### src/rtl/alu_pkg.sv
// Shared definitions for the vector ALU issue stage: function codes, lane
// widths, issue FSM states and the multi-cycle op classifier.
package alu_pkg;

  localparam logic [5:0] VAND   = 6'b000001;
  localparam logic [5:0] VOR    = 6'b000010;
  localparam logic [5:0] VXOR   = 6'b000011;
  localparam logic [5:0] VNOT   = 6'b000100;
  localparam logic [5:0] VMOV   = 6'b000101;
  localparam logic [5:0] VADD   = 6'b000110;
  localparam logic [5:0] VSUB   = 6'b000111;
  localparam logic [5:0] VMULEU = 6'b001000;
  localparam logic [5:0] VMULOU = 6'b001001;
  localparam logic [5:0] VSLL   = 6'b001010;
  localparam logic [5:0] VSRL   = 6'b001011;
  localparam logic [5:0] VSRA   = 6'b001100;
  localparam logic [5:0] VRTTH  = 6'b001101;
  localparam logic [5:0] VDIV   = 6'b001110;
  localparam logic [5:0] VMOD   = 6'b001111;
  localparam logic [5:0] VSQEU  = 6'b010000;
  localparam logic [5:0] VSQOU  = 6'b010001;
  localparam logic [5:0] VSQRT  = 6'b010010;

  localparam logic [1:0] WW_8  = 2'b00;
  localparam logic [1:0] WW_16 = 2'b01;
  localparam logic [1:0] WW_32 = 2'b10;
  localparam logic [1:0] WW_64 = 2'b11;

  typedef enum logic [1:0] {
    ST_IDLE = 2'b00,
    ST_RUN  = 2'b01,
    ST_HOLD = 2'b10
  } issue_state_e;

  // Ops whose operands must stay on the ALU inputs for several cycles.
  function automatic logic is_multicycle(input logic [5:0] r_ins);
    return (r_ins == VDIV) || (r_ins == VMOD) || (r_ins == VSQRT);
  endfunction

endpackage

### src/rtl/alu_fwd_mux.sv
// Priority forwarding mux for one source operand: EX result, then WB data,
// then the register-file read. WB forwarding exists only when
// ALU_ISSUE_WB_FWD_EN is defined; otherwise the wb_* inputs are ignored.
module alu_fwd_mux #(
  parameter int ADDR_W = 5
) (
  input  logic [ADDR_W-1:0] src_addr,
  input  logic              ex_fwd_ok,
  input  logic [ADDR_W-1:0] ex_rd_addr,
  input  logic [0:63]       alu_out,
  input  logic              wb_wr_en,
  input  logic [ADDR_W-1:0] wb_addr,
  input  logic [0:63]       wb_data,
  input  logic [0:63]       rf_val,
  output logic [0:63]       fwd_val
);

`ifdef ALU_ISSUE_WB_FWD_EN
  localparam logic WB_FWD = 1'b1;
`else
  localparam logic WB_FWD = 1'b0;
`endif

  logic ex_hit;
  logic wb_hit;

  // Select the youngest producer of src_addr; EX beats WB.
  always_comb begin
    ex_hit  = ex_fwd_ok && (ex_rd_addr == src_addr);
    wb_hit  = WB_FWD && wb_wr_en && (wb_addr == src_addr);
    fwd_val = rf_val;
    if (ex_hit) begin
      fwd_val = alu_out;
    end else if (wb_hit) begin
      fwd_val = wb_data;
    end
  end

endmodule

### src/rtl/alu_issue_stage.sv
// Decode-to-execute register for the vector ALU. Handles valid/ready issue,
// RAW forwarding (EX, and WB when ALU_ISSUE_WB_FWD_EN is defined), operand
// hold for multi-cycle ops, and the result-valid strobe for writeback.
module alu_issue_stage
  import alu_pkg::*;
#(
  parameter int ADDR_W = 5,
  parameter int MC_LAT = 4
) (
  input  logic              clk,
  input  logic              rst_n,
  input  logic              flush,
  input  logic              in_valid,
  output logic              in_ready,
  input  logic [0:63]       in_rA_val,
  input  logic [0:63]       in_rB_val,
  input  logic [ADDR_W-1:0] in_rA_addr,
  input  logic [ADDR_W-1:0] in_rB_addr,
  input  logic [ADDR_W-1:0] in_rd_addr,
  input  logic [0:5]        in_R_ins,
  input  logic [0:1]        in_WW,
  input  logic              in_Op_code,
  input  logic              in_wr_en,
  input  logic [0:63]       alu_out,
  input  logic              wb_wr_en,
  input  logic [ADDR_W-1:0] wb_addr,
  input  logic [0:63]       wb_data,
  output logic [0:63]       ex_rA_val,
  output logic [0:63]       ex_rB_val,
  output logic [0:5]        ex_R_ins,
  output logic [0:1]        ex_WW,
  output logic              ex_Op_code,
  output logic [ADDR_W-1:0] ex_rd_addr,
  output logic              ex_wr_en,
  output logic              ex_valid,
  output logic              ex_result_valid
);

  localparam int CNT_W = (MC_LAT < 2) ? 1 : $clog2(MC_LAT + 1);

  issue_state_e      state_q, state_d;
  logic [CNT_W-1:0]  cnt_q, cnt_d;
  logic [0:63]       ex_rA_val_q, ex_rA_val_d;
  logic [0:63]       ex_rB_val_q, ex_rB_val_d;
  logic [0:5]        ex_R_ins_q, ex_R_ins_d;
  logic [0:1]        ex_WW_q, ex_WW_d;
  logic              ex_Op_code_q, ex_Op_code_d;
  logic [ADDR_W-1:0] ex_rd_addr_q, ex_rd_addr_d;
  logic              ex_wr_en_q, ex_wr_en_d;

  logic              last_cycle;
  logic              accept;
  logic              ex_fwd_ok;
  logic [0:63]       fwd_a, fwd_b;

  // Handshake and status are pure functions of the current state.
  always_comb begin
    last_cycle      = (state_q == ST_HOLD) && (cnt_q == CNT_W'(1));
    in_ready        = !flush && ((state_q != ST_HOLD) || (cnt_q == CNT_W'(1)));
    accept          = in_valid && in_ready;
    ex_valid        = (state_q != ST_IDLE);
    ex_result_valid = (state_q == ST_RUN) || last_cycle;
    ex_fwd_ok       = ex_valid && ex_wr_en_q && ex_result_valid;
  end

  alu_fwd_mux #(.ADDR_W(ADDR_W)) u_fwd_a (
    .src_addr  (in_rA_addr),
    .ex_fwd_ok (ex_fwd_ok),
    .ex_rd_addr(ex_rd_addr_q),
    .alu_out   (alu_out),
    .wb_wr_en  (wb_wr_en),
    .wb_addr   (wb_addr),
    .wb_data   (wb_data),
    .rf_val    (in_rA_val),
    .fwd_val   (fwd_a)
  );

  alu_fwd_mux #(.ADDR_W(ADDR_W)) u_fwd_b (
    .src_addr  (in_rB_addr),
    .ex_fwd_ok (ex_fwd_ok),
    .ex_rd_addr(ex_rd_addr_q),
    .alu_out   (alu_out),
    .wb_wr_en  (wb_wr_en),
    .wb_addr   (wb_addr),
    .wb_data   (wb_data),
    .rf_val    (in_rB_val),
    .fwd_val   (fwd_b)
  );

  // Next state and EX register contents; data fields change only on accept.
  always_comb begin
    state_d      = state_q;
    cnt_d        = cnt_q;
    ex_rA_val_d  = ex_rA_val_q;
    ex_rB_val_d  = ex_rB_val_q;
    ex_R_ins_d   = ex_R_ins_q;
    ex_WW_d      = ex_WW_q;
    ex_Op_code_d = ex_Op_code_q;
    ex_rd_addr_d = ex_rd_addr_q;
    ex_wr_en_d   = ex_wr_en_q;

    if (flush) begin
      state_d    = ST_IDLE;
      cnt_d      = '0;
      ex_wr_en_d = 1'b0;
    end else if (accept) begin
      ex_rA_val_d  = fwd_a;
      ex_rB_val_d  = fwd_b;
      ex_R_ins_d   = in_R_ins;
      ex_WW_d      = in_WW;
      ex_Op_code_d = in_Op_code;
      ex_rd_addr_d = in_rd_addr;
      ex_wr_en_d   = in_wr_en && in_Op_code;
      // MC_LAT of 1 collapses a multi-cycle op into an ordinary RUN cycle.
      if (in_Op_code && is_multicycle(in_R_ins) && (MC_LAT > 1)) begin
        state_d = ST_HOLD;
        cnt_d   = CNT_W'(MC_LAT);
      end else begin
        state_d = ST_RUN;
        cnt_d   = '0;
      end
    end else if ((state_q == ST_HOLD) && (cnt_q > CNT_W'(1))) begin
      cnt_d = cnt_q - CNT_W'(1);
    end else begin
      state_d    = ST_IDLE;
      cnt_d      = '0;
      ex_wr_en_d = 1'b0;
    end
  end

  // State and EX registers with asynchronous active-low reset.
  always_ff @(posedge clk or negedge rst_n) begin
    if (!rst_n) begin
      state_q      <= ST_IDLE;
      cnt_q        <= '0;
      ex_rA_val_q  <= '0;
      ex_rB_val_q  <= '0;
      ex_R_ins_q   <= '0;
      ex_WW_q      <= '0;
      ex_Op_code_q <= 1'b0;
      ex_rd_addr_q <= '0;
      ex_wr_en_q   <= 1'b0;
    end else begin
      state_q      <= state_d;
      cnt_q        <= cnt_d;
      ex_rA_val_q  <= ex_rA_val_d;
      ex_rB_val_q  <= ex_rB_val_d;
      ex_R_ins_q   <= ex_R_ins_d;
      ex_WW_q      <= ex_WW_d;
      ex_Op_code_q <= ex_Op_code_d;
      ex_rd_addr_q <= ex_rd_addr_d;
      ex_wr_en_q   <= ex_wr_en_d;
    end
  end

  assign ex_rA_val  = ex_rA_val_q;
  assign ex_rB_val  = ex_rB_val_q;
  assign ex_R_ins   = ex_R_ins_q;
  assign ex_WW      = ex_WW_q;
  assign ex_Op_code = ex_Op_code_q;
  assign ex_rd_addr = ex_rd_addr_q;
  assign ex_wr_en   = ex_wr_en_q;

endmodule

### config.mk
export PLATFORM = sky130hd
export DESIGN_NAME = alu_issue_stage
export DESIGN_NICKNAME = d
export VERILOG_FILES = /design/src/rtl/alu_pkg.sv /design/src/rtl/alu_fwd_mux.sv /design/src/rtl/alu_issue_stage.sv
export SDC_FILE = /design/constraint.sdc
export NUM_CORES = 1
export LEC_CHECK = 0
export BUFFER_PORTS_ARGS = -buffer_cell sky130_fd_sc_hd__buf_2
export CAP_MARGIN = 40
export CORE_AREA = 2 2 169 171
export CTS_CLUSTER_SIZE = 12
export DETAILED_ROUTE_END_ITERATION = 6
export DIE_AREA = 0 0 171 173
export GPL_TIMING_DRIVEN = 0
export PLACE_DENSITY = 0.53
export SLEW_MARGIN = 15
export SYNTH_ARGS = -nofsm -noshare
export SYNTH_HDL_FRONTEND = slang
export SYNTH_SLANG_ARGS = --single-unit
export TNS_END_PERCENT = 30
### constraint.sdc
create_clock -name clk -period 3.73 [get_ports clk]
set_input_delay 0.373 -clock clk [delete_from_list [all_inputs] [get_ports clk]]
set_output_delay 0.373 -clock clk [all_outputs]
set_load 0.05 [all_outputs]
== After elaboration in Yosys (flattened, before gate mapping) ==
Cells that the tools add are included.

* $add $sub $neg: 1
* Magnitude comparators: 1
* Eq/ne operators: 10
* Mux-type cells: 13
* Bitwise logic cells: 1
* Reductions and logical operators: 17

{| class="wikitable"
|+ Operator list
! cell !! count
|-
| 64-bit two-way mux || 2
|-
| 6-bit by 4-bit equality test with 1-bit output, second input constant || 2
|-
| 3-bit two-way mux || 4
|-
| 5-bit equality test || 2
|-
| 1-bit logical AND || 10
|-
| 2-bit two-way mux || 4
|-
| 6-bit by 5-bit equality test with 1-bit output, second input constant || 1
|-
| 1-bit logical OR || 4
|-
| 3-bit by 1-bit equality test with 1-bit output, second input constant || 1
|-
| 3-bit by 1-bit greater-than comparator with 1-bit output, second input constant || 1
|-
| 1-bit two-way mux || 3
|-
| 3-bit inequality test, second input constant || 1
|-
| 3-bit by 1-bit subtractor with 3-bit output, second input constant || 1
|-
| 2-bit by 1-bit equality test with 1-bit output, second input constant || 1
|-
| 2-bit equality test, second input constant || 1
|-
| 2-bit inequality test, second input constant || 1
|-
| 2-bit AND reduction || 1
|-
| 2-bit nonzero test || 1
|-
| 1-bit logical NOT || 1
|-
| 1-bit NOT || 1
|}

* Register bits after elaboration: 148
* Bits of input ports: 291
* Output and inout bits: 146
* Logic and storage cells: 52

== Logic depth before layout (Yosys ltp) ==
Gate-level depths: netlist of run 1.

* Word-level depth: 7
* Mapped depth: 9
* Gate-level depth less buffers: 6

== Cells and area by module ==
A second synthesis of run 1 with hierarchy kept.

* Cell total of the unflattened synthesis: 492
* Area, all modules: 8,438.1 um^2

{| class="wikitable"
|+ By module, submodules not included
! module !! times used !! cells each !! area each (um^2) !! seq. area each (um^2)
|-
| alu_issue_stage || 1 || 336 || 6,170.9 || 3,703.6
|-
| alu_fwd_mux || 2 || 78 || 1,133.6 || 0.0
|}

== Worst setup path after synthesis of run 1 ==
OpenSTA, ideal clock, no wires.

* Path type: reg2reg
* Start point: reg cnt_q[1]
* End point: reg ex_rA_val_q, in the netlist ex_rA_val[0]
* Library setup time: 87 ps
* Arrival: 1,855 ps
* Data required time: 3,643 ps
* Path slack: 1,788 ps
* Cell stages (with the launch flop): 10
* Buffers on the path: 3
* Clock period less this slack: 1,942 ps
* Cell sequence: dfrtp_1 inv_1 ha_1 and4bb_1 o21ai_2 buf_6 or3_1 buf_6 buf_6 o211ai_1

* Cells in the longest elaborated chain, start to end: 6
* Elaborated cells between the ends (all ways): 10
* Those cells by class: 1 x eq/ne; 1 x mux; 8 x reduce/logical

{| class="wikitable"
|+ RTL lines
! item !! RTL line !! text
|-
| start: declaration || alu_issue_stage.sv:42 || <nowiki>logic [CNT_W-1:0] cnt_q, cnt_d;</nowiki>
|-
| start signal: assignment || alu_issue_stage.sv:145 || <nowiki>cnt_q <= cnt_d;</nowiki>
|-
| 3-bit by 1-bit equality test with 1-bit output (*) || alu_issue_stage.sv:58, alu_issue_stage.sv:59 ||
|-
| 1-bit logical AND || alu_issue_stage.sv:58 || <nowiki>last_cycle = (state_q == ST_HOLD) && (cnt_q == CNT_W'(1));</nowiki>
|-
| 1-bit logical OR || alu_issue_stage.sv:62 || <nowiki>ex_result_valid = (state_q == ST_RUN) || last_cycle;</nowiki>
|-
| 1-bit logical AND || alu_issue_stage.sv:63 || <nowiki>ex_fwd_ok = ex_valid && ex_wr_en_q && ex_result_valid;</nowiki>
|-
| 1-bit logical AND || alu_fwd_mux.sv:29 || <nowiki>ex_hit = ex_fwd_ok && (ex_rd_addr == src_addr);</nowiki>
|-
| 64-bit two-way mux || alu_fwd_mux.sv:32 || <nowiki>if (ex_hit) begin</nowiki>
|-
| end signal: assignment || alu_issue_stage.sv:146 || <nowiki>ex_rA_val_q <= ex_rA_val_d;</nowiki>
|-
| end: declaration || alu_issue_stage.sv:43 || <nowiki>logic [0:63] ex_rA_val_q, ex_rA_val_d;</nowiki>
|}

Mark *: on every way between the ends. The rest lies on a longest branch, timed or not.
A chain may end at the register's enable or synchronous reset.

== Worst setup path after layout of run 1 ==
* Start point: reg cnt_q[1]
* End point: reg ex_rB_val_q, in the netlist ex_rB_val[51]

* Cells in the longest elaborated chain, start to end: 6
* Elaborated cells between the ends (all ways): 10
* Those cells by class: 1 x eq/ne; 1 x mux; 8 x reduce/logical

{| class="wikitable"
|+ RTL lines
! item !! RTL line !! text
|-
| 3-bit by 1-bit equality test with 1-bit output (*) || alu_issue_stage.sv:58, alu_issue_stage.sv:59 ||
|-
| 1-bit logical AND || alu_issue_stage.sv:58 ||
|-
| 1-bit logical OR || alu_issue_stage.sv:62 ||
|-
| 1-bit logical AND || alu_issue_stage.sv:63 ||
|-
| 1-bit logical AND || alu_fwd_mux.sv:29 ||
|-
| 64-bit two-way mux || alu_fwd_mux.sv:32 ||
|-
| end signal: assignment || alu_issue_stage.sv:147 || <nowiki>ex_rB_val_q <= ex_rB_val_d;</nowiki>
|-
| end: declaration || alu_issue_stage.sv:44 || <nowiki>logic [0:63] ex_rB_val_q, ex_rB_val_d;</nowiki>
|}

Marks and branches as above.

==> results of run 1 <==
timing repair:
item,CTS,global route
hold endpoints to repair,69,0
endpoints found under the setup margin,0,0
hold buffers,1,0
layout make-up:
| class | instances | area (um^2) | share of cell area |
|---|---|---|---|
| antenna | 7 | 17.5 | 0.00164 |
| buffer | 106 | 465 | 0.0435 |
| clock buffer | 20 | 447 | 0.0417 |
| clock inverter | 12 | 97.6 | 0.00912 |
| inverter | 3 | 11.3 | 0.00105 |
| multi-input combinational | 602 | 3530 | 0.330 |
| sequential | 148 | 3700 | 0.346 |
| tap | 378 | 473 | 0.0442 |
| timing repair buffer | 374 | 1950 | 0.183 |
cells by family (layout without fill, tap and decap cells):
group	after synthesis	after routing
adder cells (fa/ha/maj)	2	2
AO/OA/AOI/OAI	265	265
flip-flops	148	148
AND/OR/NAND/NOR	324	324
XOR/XNOR	11	11
buffers and inverters	109	515
other	0	7
stage by stage:
stage	area (um^2)	cells	power [W]	TNS [ns]
2_1_floorplan	7710	859	0.00310	0
3_3_place_gp	10000	1603	0.00371	-32.50
3_5_place_dp	10100	1610	0.00374	0
4_1_cts	10700	1643	0.00541	0
5_1_grt	10700	1649	0.00561	0
6_report	10700	1650	0.00538	0
cells in the final DEF, fill, tap and decap left out, types with 10 or more instances in the layout:
cell and n:
a31oi_1 64, buf_2 371, buf_6 10, clkbuf_1 92, clkbuf_16 17, dfrtp_1 148, nand2_1 174, nand4_1 64
nor2_1 68, o211ai_1 65, o311ai_0 64, o31ai_1 64, xnor2_1 11
registers in the layout, summed over array words and instances, names as in the netlist:
signal,flops
ex_wr_en,1
ex_rB_val,64
ex_R_ins,6
ex_Op_code,1
state_q,2
ex_rd_addr,5
ex_rA_val,64
ex_WW,2
cnt_q,3
power groups by stage:
stage | clock (W) | sequential, W | combinational [W]
after floorplan | 0 | 0.00264 | 0.000455
after global placement | 0 | 0.00195 | 0.00176
after detailed placement | 0 | 0.00195 | 0.00179
after CTS | 0.00170 | 0.00192 | 0.00179
after global routing | 0.00176 | 0.00195 | 0.00190
final | 0.00166 | 0.00192 | 0.00179
cell usage after synthesis, drive strengths merged (3+ instances only):
cell    count
o31ai      64
nand2     174
clkbuf     90
o311ai     64
xnor2      11
buf        16
nand3       5
inv         3
a31oi      64
nand4      64
dfrtp     148
nor2       68
o211ai     65
nor2b       3
layer usage:
metal | part of all wire | global-route usage | up-vias
met5 | 0.00038 | 0 | -
met2 | 0.46 | 0.362 | 381
met4 | 0.036 | 0.0900 | 2
li1 | - | - | 4048
met3 | 0.070 | 0.0476 | 63
met1 | 0.43 | 0.304 | 4188
worst paths after layout:
kind,to,depth (start not counted),startpoint
worst min-delay path,ex_wr_en,2,flush
worst min register to register,ex_R_ins[1],2,ex_R_ins[1]
worst max register to register,ex_rB_val[51],9,cnt_q[1]
min in group asynchronous,ex_rB_val[49],2,rst_n
worst max-delay path,ex_rB_val[51],9,cnt_q[1]
max in group asynchronous,ex_rA_val[23],3,rst_n
==> key figures, run 1 <==
STA
  – Relative slew slack: 0.435
  – Worst Hold Slack: 0.129 ns
  – Final period util: 0.737
  – Tmin final: 2.75 ns
  – Final setup fails: 0
  – Worst Tran Pin Value: 0.846 ns
  – Final-report hold violation count: 0
  – Final setup margin: 0.980 ns
  – Max Clk Rate: 364 MHz
  – Clock skew after layout: 0.00997 ns
  – Pins Over Slew Limit: 0
  – RSZ-0062 raised after global routing: no

Global route
  – Number of global-route vias before repair: a little under 9000
  – Pin count of the biggest net entering global routing: 80
  – Initial antenna violation count: 7
  – First-pass GRT wire length: ~52000 um
  – Remaining global-route overflow: 0
  – GRT Total Usage: 0.229

CTS
  – CTS Buffer Depth: 2
  – Root buffer cell: clkbuf_16
  – CTS H-tree depth: 4
  – Clock Latency Late Sink: 0.42 ns
  – CTS Sinks: around 150
  – Reg clk slew, reported paths: 0.07 ns
  – CTS tree: yes
  – CTS buffer count: 17
  – Post-CTS setup buffers: 0
  – Post_cts resized: 0

Critical path
  – FF-to-FF setup slack: 0.98 ns
  – CP Data Arrival Time: about 3.0 ns
  – Worst EP required: 4.00 ns
  – WP buf/inv: 5
  – Critical-path top delay cell: clkbuf_1
  – Critical path endpoint category: flip-flop
  – Crit path top cell by count: clkbuf_1
  – CP Launch Type: flip-flop
  – Crit path max fanout: 10
  – Crit-path cells: inv_1, ha_1, nor2b_1, o211a_1, buf_2, clkbuf_1, buf_6, clkbuf_1, a31oi_1
  – CP Class: reg -> reg
  – Critical path's largest stage delay: approximately 0.46 ns
  – Family with the most delay on the worst path: buffers and inverters

Pwr
  – Comb pwr share: 0.333
  – Peak supply drop: 241 uV
  – Reg power frac: 0.358
  – Net Sw Frac: 0.422
  – Internal Pwr Total: 0.00311 W
  – Power share of the clock group: 0.309
  – Pwr/cell area: 503 nW/um^2
  – Lkg Pwr: 4.56 nW
  – P_sw: about 0.0023 W

Die
  – Core Area: ~28000 um^2
  – Die ar.: about 30000 um^2
  – Die height: 173 um
  – Width of the die: 171 um
  – Cell Rows: 61
  – Initial Util: 0.279
  – # IOs: 437

Routing
  – Drt drc: 0
  – Per-cell routed wire length: ~21 um
  – Initial DRC count: ~630
  – DRT Pass-1 Iters: 5
  – DRT Wirelength: 34500 um
  – Post-DRT Antenna Nets: 0
  – Vias: between 8000 and 9000
  – Vias per std cell: between 5 and 6

Layout
  – Ratio of cells with drive above 1 in the final layout: 0.333
  – NumNets Final: 1545
  – Area grow syn2layout: 38.7%
  – Fin util: 0.387
  – Fillcell total: 2972

Synthesis
  – Area contributors post-synth: dfrtp_1 48%, nand2_1 8.5%, o311ai_0 7.3%, o211ai_1 6.3%, o31ai_1 6.2%
  – Yosys top cell by area: dfrtp_1
  – Netlist cell types: 31
  – Main synth FF type: dfrtp_1
  – Largest family of logic cells by synthesized area: compound AO/OA/AOI/OAI gates
  – Mux share of post-synthesis cell area: 0
  – Sequential area share after synthesis: 0.480
  – Post-synthesis simple-gate area fraction: 0.185
  – Share of the synthesized area in the top cell type: 0.480
  – Post-synth ARST share: 1.00
  – Syn nets: about 1200
  – Yosys reg bits: 148
  – Syn Inst Count: around 860
  – Yosys warns: 0
  – Mapped Avg Cell Area: 8.98 um^2
  – Synthesized area: 7710 um^2
  – Synth Area in Compound Gates: 0.257
  – Post-synth EDFFs: 0
  – Adder-cell share of the synthesized area: 0.00324
  – Post-synthesis xor/xnor area fraction: 0.0125

Worst hold path
  – Tightest Hold Check Type: in -> reg

Placed design
  – Routability cong.: 0.838
  – Half-perimeter wire length after placement: 26300 um
  – I/O Buffers: approximately 370
  – DP Worst Slack: 1.01 ns

Run status
  – Status: finished, final reports clean

Job
  – MaxCap Viol Count: 0
No activity file was read; power rests on OpenSTA's default activity.
==> inputs of run 2 (changes only) <==
clock period = 2.6 ns   (was 3.73 ns; I/O delays follow)
==> run 2 against run 1 <==
Clock power up 44%. Clock skew down 0.0010 ns. Combinational power up 44%. Setup slack worse by 0.74 ns. Final area grew 0.29%. Critical path type unchanged. Highest routed layer unchanged.
==> key figures, run 2 (same netlist as run 1, synthesis figures left out) <==
Run status
  – Status: finished, final reports clean

Critical path
  – CP Class: reg -> reg
  – Worst r2r src: cnt_q[1]
  – Critical path endpoint category: flip-flop
  – Critical path's largest stage delay: 0.59 ns
  – Crit-path cells: inv_1, ha_1, and4bb_1, o21ai_2, buf_6, clkbuf_1, o311ai_0, o211ai_1
  – Crit path max fanout: 10
  – CP Data Arrival Time: 2.63 ns
  – CP Launch Type: flip-flop
  – Critical Path Source: cnt_q[1]
  – FF-to-FF setup slack: 0.24 ns
  – Critical-path top delay cell: o311ai_0
  – Worst EP required: 2.87 ns

STA
  – Worst Tran Pin Value: around 0.83 ns
  – Pins Over Slew Limit: 0
  – Final-report hold violation count: 0
  – Final period util: 0.908
  – Max Clk Rate: around 420 MHz
  – Clock skew after layout: 0.00892 ns
  – Relative slew slack: 0.448
  – Tmin final: 2.36 ns
  – RSZ-0062 raised after global routing: yes
  – Final setup fails: 0

Routing
  – Vias per std cell: 5.24
  – Initial DRC count: 606
  – DRT Pass-1 Iters: 5
  – Drt drc: 0
  – Post-DRT Antenna Nets: 0
  – Vias: 8662
  – DRT Wirelength: 34400 um
  – Per-cell routed wire length: 20.8 um

Layout
  – Area grow syn2layout: 39.2%
  – Commonest non-fill, non-tap cells in the layout: 371 x buf_2, 174 x nand2_1, 148 x dfrtp_1
  – Commonest non-fill, non-tap cell in the layout: buf_2
  – Ratio of cells with drive above 1 in the final layout: 0.340
  – NumNets Final: between 1500 and 2000
  – Non-filler cells, final: 1652
  – Fin util: 0.389

Die
  – Width of the die: ~170 um
  – Initial Util: 0.279
  – Die ar.: 29600 um^2
  – # IOs: ~440
  – Cell Rows: 61
  – Core Area: 27600 um^2
  – Die height: 173 um

Pwr
  – Peak supply drop: 348 uV
  – Lkg Pwr: 4.60 nW
  – Pwr/cell area: approximately 700 nW/um^2

Worst hold path
  – Tightest Hold Check Type: in -> reg
  – HP Start: in_rd_addr[3]

CTS
  – CTS H-tree depth: 4
  – CTS tree: yes
  – CTS buffer count: 17
  – CTS Sinks: 148
  – Root buffer cell: clkbuf_16
  – Reg clk slew, reported paths: around 0.07 ns
  – Clock Latency Late Sink: 0.42 ns
  – CTS Buffer Depth: 2

Global route
  – Number of global-route vias before repair: 8684
  – Met2 Use GR: 0.362
  – Pin count of the biggest net entering global routing: 80
  – Remaining global-route overflow: 0
  – Initial antenna violation count: 7
  – Met3 Use GR: 0.0476
  – GR peak layer: met2
  – Met1 Usage GRT: 0.303
  – First-pass GRT wire length: around 52000 um
  – GRT Total Usage: 0.228

Placed design
  – I/O Buffers: 366
  – Dpl cells: 1610
  – Half-perimeter wire length after placement: 26300 um
  – Routability cong.: 0.838

Job
  – MaxCap Viol Count: 0
run 2: changes by cell type in the layout (fill, tap and decap cells not counted), sizes merged:
| cell | previous run | this run |
|---|---|---|
| buf | 389 | 392 |
| clkbuf | 110 | 108 |
| dlygate4sd3 | 1 | 2 |
run 2: layout make-up:
class	instances	area [um^2]
fillers	2974	16900
plain buffers	105	472
repair buffers	377	1980
clock inverters	12	97.6
inverters	3	11.3
multi-input cells	602	3530
flip-flops and latches	148	3700
diodes	7	17.5
well taps	378	473
clock buffers	20	447
run 2: through the flow:
| step | worst slack [ns] | cell area [um^2] | setup TNS [ns] | total power, W | hold slack [ns] |
|---|---|---|---|---|---|
| 4_1_cts | 0.0132 | 10700 | 0 | 0.00776 | 0.00484 |
| 3_5_place_dp | -0.116 | 10100 | -1.82 | 0.00536 | 0.269 |
| 2_1_floorplan | 0.658 | 7710 | 0 | 0.00444 | -0.0356 |
| 3_3_place_gp | -1.25 | 10000 | -204.38 | 0.00532 | 0.441 |
| 6_report | 0.239 | 10700 | 0 | 0.00771 | 0.0289 |
| 5_1_grt | -0.0205 | 10700 | -0.0605 | 0.00805 | 0.0163 |
run 2: path summary, 6_finish.rpt:
kind                       depth (start not counted)             to
max in group asynchronous                          3  ex_rA_val[19]
min reg2reg                                        2    ex_R_ins[1]
max                                                8   ex_rA_val[1]
min in group asynchronous                          2  ex_rB_val[49]
min                                                3  ex_rd_addr[3]
max reg2reg                                        8   ex_rA_val[1]
run 2: worst max-delay path: cells and delay by family (launching register included):
kind,cells,cell delay [ns]
AOI/OAI and AO/OA,3,0.89
buffers and inverters,3,0.52
DFF,1,0.37
and+or+nand+nor,1,0.26
adders and majority gates,1,0.17
run 2: timing repair:
action	4_1_cts	5_1_grt
endpoints found under the setup margin	41	66
pin swaps	0	1
hold endpoints to repair	70	0
resized for setup	2	13
hold buffers	2	0
setup buffers	0	2
run 2: metal layers:
| layer | share of wire | vias up |
|---|---|---|
| met5 | 0.00038 | - |
| met4 | 0.035 | 2 |
| met3 | 0.067 | 62 |
| met2 | 0.47 | 373 |
| met1 | 0.43 | 4175 |
| li1 | - | 4050 |
run 2: power by group:
part	total (W)	switching (W)	leakage, nW	internal (W)
registers	0.00276	0.000175	1.75	0.00259
logic	0.00257	0.00196	2.60	0.000610
clock network	0.00239	0.00112	0.246	0.00126
